$ cat config.mk
export PLATFORM = sky130hd
export DESIGN_NAME = mpt_walk_stage
export DESIGN_NICKNAME = d
export VERILOG_FILES = /design/src/rtl/mpt_pkg.sv /design/src/rtl/mpt_entry_check.sv /design/src/rtl/mpt_walk_stage.sv
export SDC_FILE = /design/constraint.sdc
export NUM_CORES = 1
export LEC_CHECK = 0
export CAP_MARGIN = 20
export CORE_ASPECT_RATIO = 1.5
export CORE_MARGIN = 2
export CORE_UTILIZATION = 43
export CTS_BUF_LIST = sky130_fd_sc_hd__clkbuf_16
export CTS_CLUSTER_SIZE = 40
export DETAILED_ROUTE_END_ITERATION = 10
export PLACE_DENSITY = 0.82
export SLEW_MARGIN = 20
export SYNTH_ARGS = -nofsm -noshare
export SYNTH_HDL_FRONTEND = slang
export SYNTH_HIERARCHICAL = 1
export SYNTH_SLANG_ARGS = --single-unit
$ cat constraint.sdc
create_clock -name clk_i -period 3.36 [get_ports clk_i]
set_input_delay 0.504 -clock clk_i [delete_from_list [all_inputs] [get_ports clk_i]]
set_output_delay 0.504 -clock clk_i [all_outputs]
set_load 0.05 [all_outputs]
$ cat src/rtl/mpt_pkg.sv
// MPT walker shared types: table entry layout, walk result codes and the
// transaction bundle passed between walker pipeline stages.
package mpt_pkg;

  localparam int MPT_IDX_WIDTH   = 9;
  localparam int MPT_PAGE_OFFSET = 12;
  localparam int MPT_PPN_WIDTH   = 44;
  localparam int MPT_SPA_WIDTH   = 56;
  localparam int MPT_ENTRY_W     = 64;

  typedef enum logic [1:0] {
    ALLOW         = 2'd0,
    FAULT_INVALID = 2'd1,
    FAULT_PERM    = 2'd2
  } mpt_result_e;

  typedef enum logic {
    MPT_WALKING_SKIP = 1'b0,
    MPT_WALKING_DO   = 1'b1
  } mpt_walking_e;

  typedef enum logic [1:0] {
    ACCESS_READ  = 2'd0,
    ACCESS_WRITE = 2'd1,
    ACCESS_EXEC  = 2'd2
  } mpt_access_e;

  typedef struct packed {
    logic [MPT_PPN_WIDTH-1:0] ppn;
  } mmpt_t;

  typedef struct packed {
    logic [9:0]               rsvd_hi;
    logic [MPT_PPN_WIDTH-1:0] ppn;
    logic [4:0]               rsvd_lo;
    logic                     x;
    logic                     w;
    logic                     r;
    logic                     l;
    logic                     v;
  } mpt_entry_t;

  typedef struct packed {
    mpt_walking_e             walking;
    mpt_access_e              access;
    mpt_result_e              result;
    mmpt_t                    mmpt;
    logic [MPT_SPA_WIDTH-1:0] spa;
  } mptw_transaction_t;

  function automatic logic mpt_perm_ok(input mpt_entry_t e,
                                       input mpt_access_e a);
    logic ok;
    ok = 1'b0;
    unique case (a)
      ACCESS_READ:  ok = e.r;
      ACCESS_WRITE: ok = e.w;
      ACCESS_EXEC:  ok = e.x;
      default:      ok = 1'b0;
    endcase
    return ok;
  endfunction

endpackage

$ cat src/rtl/mpt_entry_check.sv
// Combinational decode of one MPT entry for the current walk level.
// Ports: entry_i/access_i/level_i in; done_o (stop walking), result_o, ppn_o.
module mpt_entry_check
  import mpt_pkg::*;
#(
  parameter int MPT_LEVELS = 3,
  parameter int LVL_W      = 2
) (
  input  mpt_entry_t               entry_i,
  input  mpt_access_e              access_i,
  input  logic [LVL_W-1:0]         level_i,
  output logic                     done_o,
  output mpt_result_e              result_o,
  output logic [MPT_PPN_WIDTH-1:0] ppn_o
);

  logic last;
  logic unused_rsvd;

  assign last        = (level_i == LVL_W'(MPT_LEVELS - 1));
  assign unused_rsvd = ^{entry_i.rsvd_hi, entry_i.rsvd_lo};
  assign ppn_o       = entry_i.ppn;

  always_comb begin
    done_o   = 1'b1;
    result_o = FAULT_INVALID;
    // W without R is a reserved encoding, checked before the leaf test
    if (!entry_i.v || (entry_i.w && !entry_i.r)) begin
      result_o = FAULT_INVALID;
    end else if (entry_i.l) begin
      result_o = mpt_perm_ok(entry_i, access_i) ? ALLOW : FAULT_PERM;
    end else if (last) begin
      result_o = FAULT_INVALID;
    end else begin
      done_o = 1'b0;
    end
  end

endmodule

$ cat src/rtl/mpt_walk_stage.sv
// MPT walk stage: forwards SKIP transactions, walks the table for DO ones.
// Ports: clk_i/rst_i, slave/master valid-ready data ports, ctrl stall/flush,
// single-outstanding table read port. MPT_WALK_PERF_EN adds perf counters.
module mpt_walk_stage
  import mpt_pkg::*;
#(
  parameter int PIPELINE_SLAVE_DATA_WIDTH  = 32,
  parameter int PIPELINE_MASTER_DATA_WIDTH = 32,
  parameter int MPT_LEVELS                 = 3,
  parameter int MEM_ADDR_WIDTH             = 56,
  parameter int MEM_DATA_WIDTH             = 64
) (
  input  logic                                  clk_i,
  input  logic                                  rst_i,
  input  logic [PIPELINE_SLAVE_DATA_WIDTH-1:0]  mpt_walk_slave_data,
  input  logic                                  mpt_walk_slave_valid,
  output logic                                  mpt_walk_slave_ready,
  output logic [PIPELINE_MASTER_DATA_WIDTH-1:0] mpt_walk_master_data,
  output logic                                  mpt_walk_master_valid,
  input  logic                                  mpt_walk_master_ready,
  input  logic                                  mpt_walk_ctrl_stall,
  input  logic                                  mpt_walk_ctrl_flush,
  output logic                                  mpt_mem_req,
  input  logic                                  mpt_mem_gnt,
  output logic [MEM_ADDR_WIDTH-1:0]             mpt_mem_addr,
  output logic                                  mpt_mem_we,
  output logic [MEM_DATA_WIDTH-1:0]             mpt_mem_wdata,
  output logic [MEM_DATA_WIDTH/8-1:0]           mpt_mem_be,
  input  logic                                  mpt_mem_valid,
  input  logic [MEM_DATA_WIDTH-1:0]             mpt_mem_rdata
`ifdef MPT_WALK_PERF_EN
  ,
  output logic [31:0]                           mpt_walk_perf_walks_o,
  output logic [31:0]                           mpt_walk_perf_reads_o
`endif
);

  typedef enum logic [2:0] {
    S_IDLE,
    S_REQ,
    S_WAIT,
    S_DRAIN,
    S_DONE
  } state_e;

  localparam int LVL_W  = (MPT_LEVELS > 1) ? $clog2(MPT_LEVELS) : 1;
  localparam int TXN_W  = $bits(mptw_transaction_t);
  localparam int IN_W   = (PIPELINE_SLAVE_DATA_WIDTH > TXN_W) ?
                          PIPELINE_SLAVE_DATA_WIDTH : TXN_W;
  localparam int OUT_W  = (PIPELINE_MASTER_DATA_WIDTH > TXN_W) ?
                          PIPELINE_MASTER_DATA_WIDTH : TXN_W;

  state_e                   state_q, state_d;
  mptw_transaction_t        txn_q, txn_d;
  logic [LVL_W-1:0]         level_q, level_d;
  logic [MPT_PPN_WIDTH-1:0] base_q, base_d;

  mptw_transaction_t        in_txn;
  logic [IN_W-1:0]          in_w;
  logic [OUT_W-1:0]         out_w;
  logic                     unused_bus;
  logic                     accept;
  logic                     grant;
  logic [MPT_IDX_WIDTH-1:0] idx;
  int unsigned              idx_sh;

  mpt_entry_t               entry;
  logic                     chk_done;
  mpt_result_e              chk_result;
  logic [MPT_PPN_WIDTH-1:0] chk_ppn;

  // Bus widths may differ from the bundle; pad or truncate at the edges.
  assign in_w       = IN_W'(mpt_walk_slave_data);
  assign in_txn     = mptw_transaction_t'(in_w[TXN_W-1:0]);
  assign out_w      = OUT_W'(txn_q);
  assign unused_bus = ^{in_w, out_w};

  assign mpt_walk_master_data  = out_w[PIPELINE_MASTER_DATA_WIDTH-1:0];
  assign mpt_walk_master_valid = (state_q == S_DONE) && !rst_i;
  assign mpt_walk_slave_ready  = (state_q == S_IDLE) &&
                                 !mpt_walk_ctrl_stall && !rst_i;
  assign accept = mpt_walk_slave_valid && mpt_walk_slave_ready;

  assign mpt_mem_req   = (state_q == S_REQ) && !mpt_walk_ctrl_stall && !rst_i;
  assign grant         = mpt_mem_req && mpt_mem_gnt;
  assign mpt_mem_we    = 1'b0;
  assign mpt_mem_wdata = '0;
  assign mpt_mem_be    = {(MEM_DATA_WIDTH/8){1'b1}};

  // Level 0 uses the most significant index slice of the address.
  always_comb begin
    idx_sh = MPT_PAGE_OFFSET +
             MPT_IDX_WIDTH * (MPT_LEVELS - 1 - int'(level_q));
    idx    = MPT_IDX_WIDTH'(txn_q.spa >> idx_sh);
  end

  // Address is a pure function of held state, so it is stable across stalls.
  assign mpt_mem_addr = (state_q == S_REQ) ?
                        MEM_ADDR_WIDTH'({base_q, idx, 3'b000}) : '0;

  assign entry = mpt_entry_t'(MPT_ENTRY_W'(mpt_mem_rdata));

  mpt_entry_check #(
    .MPT_LEVELS(MPT_LEVELS),
    .LVL_W     (LVL_W)
  ) u_check (
    .entry_i (entry),
    .access_i(txn_q.access),
    .level_i (level_q),
    .done_o  (chk_done),
    .result_o(chk_result),
    .ppn_o   (chk_ppn)
  );

  always_comb begin
    state_d = state_q;
    txn_d   = txn_q;
    level_d = level_q;
    base_d  = base_q;
    unique case (state_q)
      S_IDLE: begin
        if (accept && !mpt_walk_ctrl_flush) begin
          txn_d = in_txn;
          if (in_txn.walking == MPT_WALKING_SKIP) begin
            txn_d.result = ALLOW;
            state_d      = S_DONE;
          end else begin
            level_d = '0;
            base_d  = in_txn.mmpt.ppn;
            state_d = S_REQ;
          end
        end
      end
      S_REQ: begin
        if (mpt_walk_ctrl_flush) begin
          state_d = grant ? S_DRAIN : S_IDLE;
        end else if (grant) begin
          state_d = S_WAIT;
        end
      end
      S_WAIT: begin
        // A response coinciding with flush is the one we would drain.
        if (mpt_walk_ctrl_flush) begin
          state_d = mpt_mem_valid ? S_IDLE : S_DRAIN;
        end else if (mpt_mem_valid) begin
          if (chk_done) begin
            txn_d.result = chk_result;
            state_d      = S_DONE;
          end else begin
            base_d  = chk_ppn;
            level_d = level_q + LVL_W'(1);
            state_d = S_REQ;
          end
        end
      end
      S_DRAIN: begin
        if (mpt_mem_valid) state_d = S_IDLE;
      end
      S_DONE: begin
        if (mpt_walk_ctrl_flush || mpt_walk_master_ready) state_d = S_IDLE;
      end
      default: state_d = S_IDLE;
    endcase
  end

  always_ff @(posedge clk_i) begin
    if (rst_i) begin
      state_q <= S_IDLE;
      txn_q   <= '0;
      level_q <= '0;
      base_q  <= '0;
    end else begin
      state_q <= state_d;
      txn_q   <= txn_d;
      level_q <= level_d;
      base_q  <= base_d;
    end
  end

`ifdef MPT_WALK_PERF_EN
  logic        walk_done;
  logic [31:0] walks_q;
  logic [31:0] reads_q;

  assign walk_done = (state_q == S_WAIT) && !mpt_walk_ctrl_flush &&
                     mpt_mem_valid && chk_done;

  always_ff @(posedge clk_i) begin
    if (rst_i) begin
      walks_q <= '0;
      reads_q <= '0;
    end else begin
      if (walk_done) walks_q <= walks_q + 32'd1;
      if (grant)     reads_q <= reads_q + 32'd1;
    end
  end

  assign mpt_walk_perf_walks_o = walks_q;
  assign mpt_walk_perf_reads_o = reads_q;
`endif

endmodule

==> run metrics <==
result of the run completed; io pins 268; setup repair after global routing missed its margin true; height of the chip 146 µm; routability cong. 0.975; CP startpoint kind flop; Starting Density 44.3%; total CTS buffers 9; starting DRC count in detailed routing 261; FILL cells 1169; Crit. End Element primary output; Worst Path Class, Setup reg -> out; endpoint of the worst-slack reg-to-reg timing path base_q[1]$_SDFFE_PP0P_; slew at the pin with the worst max-slew slack 0.614 ns; Detailed Route WL 15.8 mm; maximum level of the CTS H-tree 3; ratio of final minimum period to clock period 96.5%; number of hold buffers added after cts 0; Pre-Repair DR Iteration Count 5; crit path time final 3.24 ns; vias per cell 5.17; R2R Path Start level_q[0]$_SDFFE_PP0P_; final hold vios 0; routed vias 5245; mapped cell area 5790 µm²; fraction of layout instances using a drive strength above 1 10.8%; largest net degree at the start of global routing 59; average footprint of a synthesized cell 7.87 µm²; first-pass GRT wire length 25.1 mm; count of clock tree sinks 81; count of port buffers added during placement 175; DRC violation count after routing 0; final core utilization 57.5%; required time at the endpoint of the critical path 2.86 ns; Overall Global Routing Usage 21.3%; Routed wire per std cell 15.6 µm; beginning of the critical path level_q[1]$_SDFFE_PP0P_; number of max-slew violations in the final report 0; # Post-CTS Setup Buffers 0; number of global-route vias before repair 4955; final net count 957; number of maximum-capacitance constraint violations 0; number of cells on the worst reg-to-reg path 8; DP HPWL 12.1 mm; area enclosed by the die boundary 14400 µm²; leakage component of the power 2.82 nW; Post-Place Cells 997; Arrival @ worst endpoint 2.74 ns; initial antenna violation count 1; flop2flop setup slack 1.29 ns; overall die width 98.8 µm; number of nets with antenna violations after detailed routing 0; Worst Setup EP mpt_mem_addr[10]; maximum clock frequency 308 MHz; GRT Residual Overflow 0; worst hold-check path type reg -> reg; Clock Pin Slew Worst Setup and Hold Paths 0.06 ns; Clock Skew 0.00863 ns; number of placement rows 51; clock tree buffer depth 2; buffer type at the clock tree root sky130_fd_sc_hd__clkbuf_16; area growth from synthesis to final layout 29.8%; Max IR drop VDD 0.000345 V; Synth Instances 736; Core Region 13100 µm²; worst-case headroom to the max-slew limit 59.0%; worst-skew pair later-pin latency 0.33 ns; worst-path fanout max 14; fin cells 1014; number of warnings printed during yosys synthesis 6; pwr dens 320 nW/µm²; # setup viols final 0; clock tree from TritonCTS done
==> layout make-up <==
type / count / area (µm²) / area share [%]
Multi-Input combinational cell: 554 / 3350 / 44.6
Tap cell: 159 / 199 / 2.65
Clock inverter: 7 / 77.6 / 1.03
Clock buffer: 9 / 225 / 2.99
Sequential cell: 81 / 1620 / 21.6
Timing Repair Buffer: 197 / 2020 / 26.9
Antenna cell: 1 / 2.50 / 0.0333
Inverter: 6 / 22.5 / 0.299
==> cell usage in the layout, fill, tap and decap left out, types with 10 or more instances in the layout <==
master                            instances
sky130_fd_sc_hd__nand2_1                177
sky130_fd_sc_hd__clkdlybuf4s50_1        165
sky130_fd_sc_hd__a21oi_1                 83
sky130_fd_sc_hd__dfxtp_1                 81
sky130_fd_sc_hd__conb_1                  76
sky130_fd_sc_hd__and2_1                  48
sky130_fd_sc_hd__mux2i_1                 23
sky130_fd_sc_hd__nor2_1                  20
sky130_fd_sc_hd__buf_4                   20
sky130_fd_sc_hd__mux4_2                  18
sky130_fd_sc_hd__buf_12                  10
==> power by group <==
group / internal [W] / leakage (nW) / total, W / switching, W
Clock: 0.000582 / 0.146 / 0.000994 / 0.000412
Sequential: 0.000970 / 0.653 / 0.000987 / 0.0000175
Combinational: 0.000134 / 2.02 / 0.000424 / 0.000290
Total: 0.00169 / 2.82 / 0.00240 / 0.000719
==> layer usage <==
| metal | GRT usage [%] | part of all wire [%] | vias to the layer above |
|---|---|---|---|
| li1 | - | - | 2528 |
| met1 | 23.1 | 35 | 2432 |
| met2 | 38.0 | 52 | 245 |
| met3 | 6.80 | 9.1 | 40 |
| met4 | 8.56 | 3.5 | 0 |
| met5 | 0 | 0 | - |
==> critical path: stages, from the launching register on <==
cell and delay, ns:
sky130_fd_sc_hd__dfxtp_1 0.33, sky130_fd_sc_hd__inv_1 0.05, sky130_fd_sc_hd__ha_2 0.34, sky130_fd_sc_hd__buf_4 0.23, sky130_fd_sc_hd__mux2i_1 0.40, sky130_fd_sc_hd__mux2i_1 0.17, sky130_fd_sc_hd__mux4_2 0.47, sky130_fd_sc_hd__nor2b_1 0.15
sky130_fd_sc_hd__a2111oi_2 0.08, sky130_fd_sc_hd__buf_12 0.19
==> worst min path at each step <==
stage / startpoint / to / slack [ns] / depth (start not counted)
2_1_floorplan: base_q[0]$_SDFFE_PP0P_ / base_q[0]$_SDFFE_PP0P_ / 0.43 / 2
3_3_place_gp: base_q[39]$_SDFFE_PP0P_ / base_q[39]$_SDFFE_PP0P_ / 0.44 / 2
3_5_place_dp: base_q[21]$_SDFFE_PP0P_ / base_q[21]$_SDFFE_PP0P_ / 0.44 / 2
4_1_cts: base_q[36]$_SDFFE_PP0P_ / base_q[36]$_SDFFE_PP0P_ / 0.45 / 2
5_1_grt: base_q[3]$_SDFFE_PP0P_ / base_q[3]$_SDFFE_PP0P_ / 0.47 / 2
6_report: base_q[9]$_SDFFE_PP0P_ / base_q[9]$_SDFFE_PP0P_ / 0.45 / 2
==> sequential cells by signal (all words and copies together) (netlist names) <==
register              flops
base_q                   44
level_q                   2
mpt_walk_master_data     32
state_q                   3
==> per-stage QoR <==
stage / hold slack, ns / setup slack, ns / cell area [µm²] / TNS, ns / total power, W
3_5_place_dp: 0.442 / 0.360 / 7200 / 0 / 0.00143
6_report: 0.448 / 0.118 / 7520 / 0 / 0.00240
5_1_grt: 0.467 / 0.00193 / 7520 / 0 / 0.00249
2_1_floorplan: 0.432 / -0.287 / 6120 / -0.300 / 0.00139
3_3_place_gp: 0.437 / 0.393 / 7200 / 0 / 0.00143
4_1_cts: 0.451 / 0.00382 / 7500 / 0 / 0.00243
==> timing repair <==
action,in CTS,in global routing
setup endpoints to repair,0,7
endpoints found under the hold margin,0,0
resized for setup,0,6
Note: power is estimated with default switching activity, not from simulation.
==> variant 1, RTL diff (same flow settings) <==
Change the package constant `MPT_IDX_WIDTH` from 9 to 11.
--- a/src/rtl/mpt_pkg.sv
+++ b/src/rtl/mpt_pkg.sv
@@ -2,7 +2,7 @@
 // transaction bundle passed between walker pipeline stages.
 package mpt_pkg;
 
-  localparam int MPT_IDX_WIDTH   = 9;
+  localparam int MPT_IDX_WIDTH   = 11;
   localparam int MPT_PAGE_OFFSET = 12;
   localparam int MPT_PPN_WIDTH   = 44;
   localparam int MPT_SPA_WIDTH   = 56;
Formal check against the unedited RTL: same outputs for any inputs over 10 cycles, from zero or initial values and one cycle with rst_i high; that may be too few to reach the edited logic, so the function may still have changed.
==> variant 1 against the original RTL <==
  * Final area fell by 11%
  * Die area decreased by 11%
  * Global-route usage is 1.1 points lower
  * Total power shrank 4.7%
  * Sequential cell count down 2
  * Area after synthesis fell by 11%
  * Wire length down 16%
  * Worst setup slack gained 0.029 ns
  * Clock power decreased by 8.0%
  * Largest cell class unchanged
==> variant 1: results (changes against the original RTL) <==
[status]
status=complete, no violations  ; unchanged

[routing]
wl_met2_um=6940  ; was 8220 um
drt_iter0_markers=289  ; was 261
route.detailed.wl_per_inst_um=14.8  ; was 15.6 um
firstDrtPassIters=4  ; was 5
routed_wirelength_um=13300  ; was 15800 um
via_count=4447  ; was 5245
met1_length_um=4910  ; was 5600 um

[power_and_ir_drop]
switchingPower_uw=707  ; was 719 uW
ir_drop_v=0.000264  ; was 0.000345 V
p_leak_uw=0.00234  ; was 0.00282 uW

[critical_path]
r2r_setup_slack_ns=1.05  ; was 1.29 ns
crit_end=mpt_mem_addr[3]  ; was mpt_mem_addr[10]
reg2reg_depth=9  ; was 8
crit_fanout=16  ; was 14
slowest_delay_ns=0.56  ; was 0.47 ns
crit_arrival_ns=2.71  ; was 2.74 ns

[cts]
cts_max_level=3  ; unchanged

[placement]
gp_congestion=0.828  ; was 0.975
pre_cts_slack_ns=0.343  ; was 0.360 ns
placed_area_sq_um=6420  ; was 7200 sq um
numPlacedInstances=885  ; was 997
dp_hpwl_um=9840  ; was 12100 um

[min_path]
min_to=base_q[18]  ; was base_q[9]
hold_start=base_q[18]  ; was base_q[9]

[grt]
grt_pass1_vias=3943  ; was 4955
antenna_found_initial=0  ; was 1
met2_usage_pct=35.3  ; was 38.0%
grt_max_degree=46  ; was 59
grt_pass1_wl_um=20300  ; was 25100 um
grtUsageTotal_pct=20.2  ; was 21.3%
grtUsageMet3_pct=4.76  ; was 6.80%
use_met1_pct=22.7  ; was 23.1%

[timing]
holdWs_ns=0.449  ; was 0.448 ns
relSlewSlack_pct=63.0  ; was 59.0%
finClkSkew_ns=0.0107  ; was 0.00863 ns

[final_layout]
fill_cells=1033  ; was 1169
drive_above_1_share_pct=11.5  ; was 10.8%
fin_nets=853  ; was 957
n_antenna_cell=0  ; was 1
largest_reg_flops=42  ; was 44

[synth]
synth_area_per_cell_sq_um=8.08  ; was 7.87 sq um

## variant 1: repair_timing
item / in CTS / in global routing
buffers inserted: 0 / 0
setup endpoints to repair: 1 / 2
gates resized for setup: 1 / 1
## variant 1: area by class of cell
class,count,area [sq um],area share (%)
inverters,4,15.0,0.224
clock inverters,7,57.6,0.857
multi-input cells,464,2780,41.5
flip-flops and latches,79,1580,23.6
clock buffers,9,225,3.36
well taps,150,188,2.80
repair buffers,188,1860,27.7
## variant 1: worst register-to-register path, stage by stage (launching register included)
cell and delay, ns:
dfxtp_1 0.32, buf_4 0.40, inv_1 0.09, a21oi_1 0.25, nand3_1 0.14, nor2_1 0.19, and4_1 0.35, buf_12 0.25
nand2_1 0.10, a21oi_1 0.13
## variant 1: power groups by stage
stage	sequential (uW)	clock [uW]	combinational, uW
floorplan	1010	0	357
global placement	982	0	412
detailed placement	983	0	413
CTS	961	942	414
global route	962	980	439
finish	962	914	416
==> variant 2, RTL diff (config.mk and constraints unchanged) <==
Made on the original files. Encoding of `state_e`: now Gray code (3 bits for 5 states).
--- a/src/rtl/mpt_walk_stage.sv
+++ b/src/rtl/mpt_walk_stage.sv
@@ -36,11 +36,11 @@
 );
 
   typedef enum logic [2:0] {
-    S_IDLE,
-    S_REQ,
-    S_WAIT,
-    S_DRAIN,
-    S_DONE
+    S_IDLE  = 3'b000,
+    S_REQ   = 3'b001,
+    S_WAIT  = 3'b011,
+    S_DRAIN = 3'b010,
+    S_DONE  = 3'b110
   } state_e;
 
   localparam int LVL_W  = (MPT_LEVELS > 1) ? $clog2(MPT_LEVELS) : 1;
Function: no difference found for any inputs over 4 cycles, from zero or initial values and one cycle with rst_i high; so few cycles prove little.
==> variant 2 against the original RTL <==
  * Via count up 4.8%
  * Final area grew 1.2%
  * Clock power up 6%
  * Wire length grew 3.6%
  * Total power rose by 1.7%
  * Area after synthesis increased by 2.2%
  * Non-clock buffer count down 3
  * Worst setup slack improved by 0.0036 ns
  * Sequential cell count did not move
  * Largest cell class unchanged
  * Highest routed layer unchanged
==> variant 2: results (changes against the original RTL) <==
[final_layout]
n_antenna_cell=0  ; was 1
multi_input_area_sq_um=3440  ; was 3350 sq um
fin_nets=976  ; was 957
largest_reg_flops=44  ; unchanged
fill_cells=1243  ; was 1169
drive_above_1_share_pct=9.16  ; was 10.8%
regMostFlops=base_q  ; unchanged

[routing]
via_count=5499  ; was 5245
wl_met2_um=8620  ; was 8220 um
topRoutingLayerUsed=met4  ; unchanged
drt_iter0_markers=268  ; was 261
dr_wl_met3_um=1110  ; was 1440 um
met1_length_um=6100  ; was 5600 um
routed_wirelength_um=16400  ; was 15800 um
firstDrtPassIters=5  ; unchanged

[grt]
grt_pass1_wl_um=26100  ; was 25100 um
grt_max_degree=63  ; was 59
grt_pass1_vias=5216  ; was 4955
antenna_found_initial=0  ; was 1
grtUsageTotal_pct=22.0  ; was 21.3%

[critical_path]
cp_slowest_cell=mux4_2  ; unchanged
slowest_delay_ns=0.45  ; was 0.47 ns
crit_fanout=14  ; unchanged
r2r_start=level_q[0]  ; unchanged
crit_arrival_ns=2.73  ; was 2.74 ns
startpoint=level_q[1]  ; unchanged

[status]
status=complete, no violations  ; unchanged

[cts]
clk_pin_slew_worst_paths_ns=0.06  ; about the same
cts_buffers=9  ; unchanged
cts_resized=2  ; was 0
postCtsSetupBuffers=0  ; unchanged
clockBufferDepth=2  ; unchanged
cts_max_level=3  ; unchanged
root_buffer=clkbuf_16  ; unchanged
clock_latency_ns=0.33  ; about the same

[synth]
ys_warn_count=6  ; unchanged

[min_path]
hold_class=flip-flop to flip-flop  ; unchanged
hold_start=base_q[39]  ; was base_q[9]

[placement]
dp_hpwl_um=12300  ; was 12100 um
placed_area_sq_um=7250  ; was 7200 sq um
pre_cts_slack_ns=0.300  ; was 0.360 ns
gp_congestion=0.927  ; was 0.975
io_buffers=175  ; unchanged

[timing]
finClkSkew_ns=0.00531  ; was 0.00863 ns
setup_violations=0  ; unchanged
tightest_slew_ns=0.703  ; was 0.614 ns

[power_and_ir_drop]
p_leak_uw=0.00297  ; was 0.00282 uW
ir_drop_v=0.000305  ; was 0.000345 V

variant 2: cell type report:
type | instances | area share [%]
Multi-Input combinational cell | 576 | 45.2
Timing Repair Buffer | 194 | 26.4
Sequential cell | 81 | 21.3
Clock buffer | 9 | 2.96
Tap cell | 162 | 2.66
Clock inverter | 7 | 1.25
Inverter | 6 | 0.296
variant 2: report_power, final:
group / leakage (uW) / total, uW / internal [uW] / switching, uW
sequential: 0.000653 / 984 / 969 / 15.6
combinational: 0.00216 / 412 / 128 / 284
clock: 0.000157 / 1050 / 651 / 398
total: 0.00297 / 2450 / 1750 / 698
variant 2: path summary, 6_finish.rpt:
check	endpoint	slack, ns	cells after the start
worst max-delay path	mpt_mem_addr[11]	0.12	10
worst min-delay path	base_q[39]	0.45	2
worst max register to register	base_q[23]	1.08	9
worst min register to register	base_q[39]	0.45	2
variant 2: metrics by stage:
stage | std cells | power, uW | TNS (ns)
2_1_floorplan | 840 | 1380 | 0
3_3_place_gp | 1019 | 1410 | 0
3_5_place_dp | 1019 | 1420 | 0
4_1_cts | 1035 | 2470 | 0
5_1_grt | 1035 | 2540 | -0.0273
6_report | 1035 | 2450 | 0
variant 2: metal layers:
metal  vias to the layer above  global-route usage [%]
met4                         0                    9.38
met2                       254                    40.2
met3                        37                    5.20
li1                       2634                       -
met5                         -                       0
met1                      2574                    23.7
variant 2: worst max-delay path, delay by kind of cell (launching register included):
family                   cells  cell delay (ns)
AO/OA/AOI/OAI                2             0.22
adder cells (fa/ha/maj)      1             0.39
flip-flops                   1             0.33
multiplexers                 2             0.60
AND/OR/NAND/NOR              1             0.22
buffers and inverters        4             0.63
